File: src/rtl/ram_arbiter.sv
// rtl/ram_arbiter.sv - two-requester round-robin port-A controller with power-up RAM zeroing sweep
// Optional build macro: RAM_ARB_RDATA_REG_EN (adds an output register stage, read latency T+2)
module ram_arbiter #(
    parameter int DATAWIDTH = 32,
    parameter int ADDRWIDTH = 10
) (
    input  logic                 Clk,
    input  logic                 Rst,
    input  logic                 Req0Valid,
    input  logic                 Req0Write,
    input  logic [ADDRWIDTH-1:0] Req0Addr,
    input  logic [DATAWIDTH-1:0] Req0WData,
    output logic                 Req0Ready,
    output logic                 Rsp0Valid,
    output logic [DATAWIDTH-1:0] Rsp0RData,
    input  logic                 Req1Valid,
    input  logic                 Req1Write,
    input  logic [ADDRWIDTH-1:0] Req1Addr,
    input  logic [DATAWIDTH-1:0] Req1WData,
    output logic                 Req1Ready,
    output logic                 Rsp1Valid,
    output logic [DATAWIDTH-1:0] Rsp1RData,
    output logic [ADDRWIDTH-1:0] RamAddr,
    output logic [DATAWIDTH-1:0] RamDataIn,
    output logic                 RamWriteEnable,
    input  logic [DATAWIDTH-1:0] RamDataOut,
    output logic                 InitDone
);

    typedef enum logic {INIT, RUN} state_t;

    localparam logic [ADDRWIDTH-1:0] LastInitAddr = '1;

    state_t               State;
    logic [ADDRWIDTH-1:0] InitCnt;
    logic [ADDRWIDTH-1:0] LastAddr;
    logic                 Ptr;
    logic                 Grant0;
    logic                 Grant1;
    logic                 ReadAcc;
    logic                 RdPend;
    logic                 RdId;

    // Round-robin grant: a lone requester always wins, contention goes to the pointer's choice
    always_comb begin
        Grant0 = 1'b0;
        Grant1 = 1'b0;
        if (State == RUN) begin
            Grant0 = Req0Valid && (!Req1Valid || !Ptr);
            Grant1 = Req1Valid && (!Req0Valid || Ptr);
        end
    end

    assign Req0Ready = Grant0;
    assign Req1Ready = Grant1;
    assign ReadAcc   = (Grant0 && !Req0Write) || (Grant1 && !Req1Write);

    // Port A mux: init sweep, granted request, or an idle read of the last address
    always_comb begin
        RamAddr        = LastAddr;
        RamDataIn      = '0;
        RamWriteEnable = 1'b0;
        if (State == INIT) begin
            RamAddr        = InitCnt;
            RamWriteEnable = 1'b1;
        end else if (Grant0) begin
            RamAddr        = Req0Addr;
            RamDataIn      = Req0WData;
            RamWriteEnable = Req0Write;
        end else if (Grant1) begin
            RamAddr        = Req1Addr;
            RamDataIn      = Req1WData;
            RamWriteEnable = Req1Write;
        end
    end

    // Control FSM: zeroing sweep, then arbitration with priority-pointer update
    always_ff @(posedge Clk or posedge Rst) begin
        if (Rst) begin
            State    <= INIT;
            InitCnt  <= '0;
            Ptr      <= 1'b0;
            InitDone <= 1'b0;
            LastAddr <= '0;
        end else begin
            LastAddr <= RamAddr;
            if (State == INIT) begin
                if (InitCnt == LastInitAddr) begin
                    State    <= RUN;
                    InitDone <= 1'b1;
                end else begin
                    InitCnt <= InitCnt + 1'b1;
                end
            end else begin
                if (Grant0) begin
                    Ptr <= 1'b1;
                end else if (Grant1) begin
                    Ptr <= 1'b0;
                end
            end
        end
    end

    // Remember that a read was issued and by whom, so the RAM output can be routed next cycle
    always_ff @(posedge Clk or posedge Rst) begin
        if (Rst) begin
            RdPend <= 1'b0;
            RdId   <= 1'b0;
        end else begin
            RdPend <= ReadAcc;
            RdId   <= Grant1;
        end
    end

`ifdef RAM_ARB_RDATA_REG_EN
    logic                 Valid0Q;
    logic                 Valid1Q;
    logic [DATAWIDTH-1:0] RData0Q;
    logic [DATAWIDTH-1:0] RData1Q;

    // Second response stage: capture RAM data into the owning port's register
    always_ff @(posedge Clk or posedge Rst) begin
        if (Rst) begin
            Valid0Q <= 1'b0;
            Valid1Q <= 1'b0;
            RData0Q <= '0;
            RData1Q <= '0;
        end else begin
            Valid0Q <= RdPend && !RdId;
            Valid1Q <= RdPend && RdId;
            if (RdPend && !RdId) begin
                RData0Q <= RamDataOut;
            end
            if (RdPend && RdId) begin
                RData1Q <= RamDataOut;
            end
        end
    end

    assign Rsp0Valid = Valid0Q;
    assign Rsp1Valid = Valid1Q;
    assign Rsp0RData = RData0Q;
    assign Rsp1RData = RData1Q;
`else
    logic [DATAWIDTH-1:0] Hold0;
    logic [DATAWIDTH-1:0] Hold1;

    // Keep each port's last delivered word so the idle port's data does not follow the RAM
    always_ff @(posedge Clk or posedge Rst) begin
        if (Rst) begin
            Hold0 <= '0;
            Hold1 <= '0;
        end else begin
            if (RdPend && !RdId) begin
                Hold0 <= RamDataOut;
            end
            if (RdPend && RdId) begin
                Hold1 <= RamDataOut;
            end
        end
    end

    assign Rsp0Valid = RdPend && !RdId;
    assign Rsp1Valid = RdPend && RdId;
    assign Rsp0RData = Rsp0Valid ? RamDataOut : Hold0;
    assign Rsp1RData = Rsp1Valid ? RamDataOut : Hold1;
`endif

endmodule

File: config.mk
export PLATFORM = sky130hd
export DESIGN_NAME = ram_arbiter
export DESIGN_NICKNAME = d
export VERILOG_FILES = /design/src/rtl/ram_arbiter.sv
export SDC_FILE = /design/constraint.sdc
export NUM_CORES = 1
export LEC_CHECK = 0
export CAP_MARGIN = 20
export CORE_ASPECT_RATIO = 1.5
export CORE_MARGIN = 1
export CORE_UTILIZATION = 30
export DETAILED_ROUTE_END_ITERATION = 16
export PLACE_DENSITY = 0.75
export SYNTH_ARGS = -nofsm -noshare
export SYNTH_HDL_FRONTEND = slang
export SYNTH_SLANG_ARGS = --single-unit
File: constraint.sdc
create_clock -name Clk -period 3.6 [get_ports Clk]
set_input_delay 0.9 -clock Clk [delete_from_list [all_inputs] [get_ports Clk]]
set_output_delay 0.9 -clock Clk [all_outputs]
set_load 0.03 [all_outputs]
==> summary.txt, run 1 <==
status -> complete, no violations
Die Wd -> 96.3 um
vias per cell -> 5.08
crit path kind -> in -> out
most frequent cells in the layout -> clkdlybuf4s50_1, dfrtp_1, mux2_2, buf_4, a22o_1
htree depth -> 3
power consumption -> 2.28 mW
GRT Total Usage -> 17.6%
post-route ant nets -> 0
sequential area share after synthesis -> 55.6%
DRC errors left -> 0
# diodes -> 0
post-synthesis adder-cell area fraction -> 0.312%
minimum clock period -> 3.41 ns
mux cell area share after synthesis -> 18.9%
worst-path fanout max -> 33
largest family of logic cells by synthesized area -> multiplexers
Mean Syn Cell Area -> 13.9 um2
Min-Delay Endpoint -> InitDone
Filler Cells Inserted -> 1158
Power Density -> 337 nW/um2
Hold Path Depth -> 1
fin nets -> 646
clock skew -> 0.00848 ns
Layout area overhead -> 68.8%
worst slew pin tran -> 0.786 ns
Initial Utilization -> 30.8%
total grt overflow -> 0
die height -> 144 um
DR vias -> 3488
CTS Sinks -> 89
Syn Std Cell Area -> 4010 um2
total negative slack -> 0 ns
placed cells -> 671
1st-pass router iterations -> 4
Synthesis Warnings -> 0
DR WL/cell -> 17.7 um
die area -> 13800 um2
CTS tree -> done
Placer Congestion -> 0.916
final worst slack -> 0.189 ns
VDD IR max -> 192 uV
Post-Syn Instances -> 289
Leak Pwr -> 3.00 nW
Setup violations, final -> 0
setup bufs post-CTS -> 0
Worst-Skew Late Latency -> 0.33 ns
Post-synth top flop -> dfrtp_1
first-pass GRT wire length -> 18200 um
count of state elements after synthesis -> 89
clock slew at reported path FFs -> 0.06 ns
Hold Startpoint -> InitDone
RR Startpoint -> State
1st-iter DRT viols -> 139
worst endpoint data arrival time -> 2.51 ns
reg-to-reg endpoint -> InitCnt[8]
CTS Root Cell -> clkbuf_16
Longest Clk Path Bufs -> 2
num rows -> 51
io pins -> 234
Max Clk Rate -> 0.293 GHz
Fin. Hold Viols -> 0
post_cts resized -> 0
syn_nets -> 412
simple-gate share of the synthesized area -> 5.75%
Synth Area in Compound Gates -> 15.5%
asr flop ratio synth -> 100%
Max transition margin -> 47.6%
DP Worst Slack -> 0.193 ns
placed cell area -> 6450 um2
Hold-fix buffers, CTS -> 0
hold slack -> 0.463 ns
max-cap violations -> 0
HPWL Detailed -> 9410 um
design area -> 6760 um2
number of I/O port buffers -> 233
Netlist cell types -> 43
Final Util -> 51.9%
Synth Area in XOR/XNOR -> 0.437%
Post-Layout Cell Count -> 687
R2R setup slack -> 1.88 ns
Worst R2R Path Depth -> 3
Routed WL -> 12200 um
layout cell share with drive strength beyond 1 -> 27.8%
number of synthesized flops with an enable pin -> 0
Worst Hold Class -> reg -> reg
worst endpoint required time -> 2.70 ns
startpoint types -> input pin
Setup crit end kind -> primary output
RSZ-0062 raised after global routing -> false
vias in the first global route -> 3651
antenna violations before repair -> 0
Tcrit/Tclk final -> 94.7%
TritonCTS Buffers -> 9
commonest non-fill, non-tap cell in the layout -> clkdlybuf4s50_1
pin count of the biggest net entering global routing -> 63
max-slew violation count -> 0
Core Footprint -> 13000 um2
==> report_power, final <==
group          leakage (nW)  switching (mW)  internal [mW]
Sequential             1.15         0.00407           1.02
Combinational          1.70           0.114          0.169
Clock                 0.157           0.390          0.581
==> cells by family (layout without fill, tap and decap cells) <==
group,Yosys count,in the layout
multiplexers,67,67
adder cells (fa/ha/maj),1,1
AO/OA/AOI/OAI,68,68
XOR/XNOR,2,2
AND/OR/NAND/NOR,36,36
flip-flops,89,89
buffers and inverters,26,265
==> sequential cells by signal (all words and copies together) (netlist names) <==
signal / count
Hold1: 32
InitDone: 1
RdPend: 1
State: 1
RdId: 1
InitCnt: 10
LastAddr: 10
Hold0: 32
Ptr: 1
==> worst max path at each step <==
stage | start | to | cells past startpoint
6_report | Req1Valid | RamDataIn[24] | 7
3_3_place_gp | Req1Valid | RamDataIn[22] | 7
5_1_grt | Req1Valid | RamDataIn[24] | 7
2_1_floorplan | Rst | Hold0[0] | 1
4_1_cts | Req1Valid | RamDataIn[22] | 7
3_5_place_dp | Req1Valid | RamDataIn[23] | 7
==> synthesized netlist by cell type (2+ instances only) <==
| cell type | n | area share (%) |
|---|---|---|
| a21o_1 | 3 | 0.56 |
| a21oi_1 | 2 | 0.25 |
| a221o_1 | 10 | 2.5 |
| a22o_1 | 32 | 7.0 |
| a32o_1 | 10 | 2.5 |
| a41oi_1 | 3 | 0.66 |
| and2_1 | 3 | 0.47 |
| and4_4 | 2 | 0.56 |
| buf_2 | 12 | 1.5 |
| buf_4 | 4 | 0.75 |
| buf_6 | 2 | 0.56 |
| dfrtp_1 | 89 | 56 |
| inv_1 | 6 | 0.56 |
| mux2_2 | 64 | 18 |
| mux2i_1 | 2 | 0.50 |
| nand2_1 | 3 | 0.28 |
| nand3_1 | 2 | 0.25 |
| nor2_1 | 6 | 0.56 |
| nor2b_1 | 9 | 1.4 |
| xor2_1 | 2 | 0.44 |
==> worst max-delay path: stages <==
cell and delay, ns:
clkdlybuf4s50_1 0.48, a21boi_2 0.22, nand2_2 0.09, inv_2 0.24, buf_12 0.22, a22o_1 0.18, buf_4 0.16
==> routing by layer <==
layer	part of all wire [%]	track usage, %	wire [um]
met5	0	0	0
met2	54	32.2	6600
met4	3.0	7.66	365
met3	6.6	3.86	802
met1	36	19.0	4380
==> layout make-up <==
class	instances	area, um2	area share, %
clock buffers	11	253	3.74
clock inverters	5	61.3	0.907
inverters	7	27.5	0.407
multi-input cells	174	1640	24.3
flip-flops and latches	89	2230	32.9
well taps	159	199	2.94
repair buffers	242	2350	34.8
Power figures use the tool's default switching activity.
==> inputs of run 2 (changes only) <==
--- a/config.mk
+++ b/config.mk
@@ -9,8 +9,10 @@
 export CORE_ASPECT_RATIO = 1.5
 export CORE_MARGIN = 1
 export CORE_UTILIZATION = 30
+export CTS_BUF_LIST = sky130_fd_sc_hd__clkbuf_8
 export DETAILED_ROUTE_END_ITERATION = 16
 export PLACE_DENSITY = 0.75
 export SYNTH_ARGS = -nofsm -noshare
 export SYNTH_HDL_FRONTEND = slang
 export SYNTH_SLANG_ARGS = --single-unit
+export TNS_END_PERCENT = 10
==> summary.txt, run 2 (synthesis results as in run 1) <==
status -> complete, no violations (unchanged)
layout cell share with drive strength beyond 1 -> 27.8% (unchanged)
GRT Total Usage -> 17.6% (about the same)
startpoint types -> input pin (unchanged)
placed cell area -> 6450 um2 (unchanged)
antenna violations before repair -> 0 (unchanged)
TritonCTS Buffers -> 9 (unchanged)
Die Wd -> 96.3 um (unchanged)
max-slew violation count -> 0 (unchanged)
RSZ-0062 raised after global routing -> false (unchanged)
DR vias -> 3480 (was 3488)
num rows -> 51 (unchanged)
Routed met1 length -> 4450 um (was 4380 um)
Clk pwr share -> 35.6% (was 42.7%)
worst-path fanout max -> 33 (unchanged)
Setup violations, final -> 0 (unchanged)
post-route ant nets -> 0 (unchanged)
vias in the first global route -> 3658 (was 3651)
CTS tree -> done (unchanged)
worst endpoint data arrival time -> 2.52 ns (was 2.51 ns)
Core Footprint -> 13000 um2 (unchanged)
Reg power frac -> 50.4% (was 44.9%)
post_cts resized -> 0 (unchanged)
Slowest-stage cell, CP -> clkdlybuf4s50_1 (unchanged)
Worst Hold Class -> reg -> reg (unchanged)
worst endpoint required time -> 2.70 ns (about the same)
power consumption -> 2.02 mW (was 2.28 mW)
Worst-Skew Late Latency -> 0.35 ns (was 0.33 ns)
setup bufs post-CTS -> 0 (unchanged)
CP bufs+invs -> 4 (unchanged)
Post-Layout Cell Count -> 687 (unchanged)
1st-pass router iterations -> 4 (unchanged)
Filler Cells Inserted -> 1175 (was 1158)
design area -> 6660 um2 (was 6760 um2)
1st-iter DRT viols -> 139 (unchanged)
CTS Root Cell -> clkbuf_8 (was clkbuf_16)
die area -> 13800 um2 (unchanged)
fin nets -> 646 (unchanged)
CP Cell Sequence -> clkdlybuf4s50_1 -> a21boi_2 -> nand2_2 -> inv_2 -> buf_12 -> a22o_1 -> buf_4 (unchanged)
RR Startpoint -> State (unchanged)
crit path kind -> in -> out (unchanged)
max incr delay on CP -> 0.48 ns (about the same)
biggest registers after layout -> Hold0 (32), Hold1 (32) (unchanged)
uppermost layer routed -> met4 (unchanged)
Layout area overhead -> 66.3% (was 68.8%)
clock slew at reported path FFs -> 0.09 ns (was 0.06 ns)
Worst R2R Path Depth -> 3 (unchanged)
Max Clk Rate -> 0.292 GHz (was 0.293 GHz)
max-cap violations -> 0 (unchanged)
clock skew -> 0.00994 ns (was 0.00848 ns)
Fin. Hold Viols -> 0 (unchanged)
pin count of the biggest net entering global routing -> 63 (unchanged)
Routed WL -> 12100 um (was 12200 um)
total grt overflow -> 0 (unchanged)
number of I/O port buffers -> 233 (unchanged)
worst slew pin tran -> 0.809 ns (was 0.786 ns)
minimum clock period -> 3.42 ns (was 3.41 ns)
DRC errors left -> 0 (unchanged)
Longest Clk Path Bufs -> 2 (unchanged)
io pins -> 234 (unchanged)
total negative slack -> 0 ns (unchanged)
Leak Pwr -> 2.96 nW (was 3.00 nW)
DR WL/cell -> 17.7 um (about the same)
delay-heaviest family, CP -> buffers and inverters (unchanged)
most frequent cells in the layout -> clkdlybuf4s50_1, dfrtp_1, mux2_2, buf_4, a22o_1 (unchanged)
R2R setup slack -> 1.86 ns (was 1.88 ns)
placed cells -> 671 (unchanged)
Hold Path Depth -> 1 (unchanged)
# diodes -> 0 (unchanged)
htree depth -> 3 (unchanged)
Net Sw Frac -> 23.4% (was 22.3%)
VDD IR max -> 147 uV (was 192 uV)
HPWL Detailed -> 9410 um (unchanged)
Levels on crit path -> 7 (unchanged)
Logic pwr share -> 14.0% (was 12.4%)
met2 wire len -> 6600 um (about the same)
P_sw -> 475 uW (was 508 uW)
commonest non-fill, non-tap cell in the layout -> clkdlybuf4s50_1 (unchanged)
Max transition margin -> 46.1% (was 47.6%)
vias per cell -> 5.07 (was 5.08)
DR WL met3 -> 740 um (was 802 um)
Hold Startpoint -> InitDone (unchanged)
Power Density -> 304 nW/um2 (was 337 nW/um2)
Placer Congestion -> 0.916 (unchanged)
reg-to-reg endpoint -> InitCnt[8] (unchanged)
Min-Delay Endpoint -> InitDone (unchanged)
CTS Sinks -> 89 (unchanged)
Initial Utilization -> 30.8% (unchanged)
Setup crit end kind -> primary output (unchanged)
cell-internal power -> 1.55 mW (was 1.77 mW)
Tcrit/Tclk final -> 95.0% (was 94.7%)
first-pass GRT wire length -> 18200 um (about the same)
Hold-fix buffers, CTS -> 0 (unchanged)
die height -> 144 um (unchanged)
[run 2: cell counts in the layout (fill, tap and decap cells not counted)]
No cell type changed its count.
[run 2: per-layer routing]
metal | track usage (%) | vias up
met5 | 0 | -
met4 | 7.74 | 0
met3 | 3.81 | 23
met2 | 32.3 | 165
met1 | 18.8 | 1729
li1 | - | 1563
[run 2: worst max-delay path by stage]
stage                     slack [ns]             to       from
after floorplan                 0.39       Hold0[0]        Rst
after global placement          0.25  RamDataIn[22]  Req1Valid
after detailed placement        0.19  RamDataIn[23]  Req1Valid
after CTS                       0.19  RamDataIn[22]  Req1Valid
after global routing            0.11  RamDataIn[24]  Req1Valid
final                           0.18  RamDataIn[24]  Req1Valid
[run 2: area by class of cell]
class | count | area [um2] | area share [%]
inverter | 7 | 27.5 | 0.413
multi-input combinational | 174 | 1640 | 24.7
tap | 159 | 199 | 2.99
timing repair buffer | 242 | 2350 | 35.3
sequential | 89 | 2230 | 33.4
clock inverter | 5 | 61.3 | 0.921
clock buffer | 11 | 151 | 2.27
[run 2: stage by stage]
step	hold WS, ns	setup WS, ns	utilization, %
after floorplan	0.490	0.393	-
after global placement	0.441	0.252	49.5
after detailed placement	0.446	0.193	49.5
after CTS	0.471	0.189	51.2
after global routing	0.508	0.106	51.2
final	0.469	0.180	51.2
[run 2: power by group through the flow]
| stage | Clock [mW] | Combinational (mW) | Sequential [mW] |
|---|---|---|---|
| finish | 0.721 | 0.283 | 1.02 |
| global route | 0.796 | 0.300 | 1.02 |
| CTS | 0.757 | 0.286 | 1.02 |
| detailed placement | 0 | 0.285 | 1.04 |
| global placement | 0 | 0.281 | 1.04 |
| floorplan | 0 | 0.0891 | 1.04 |
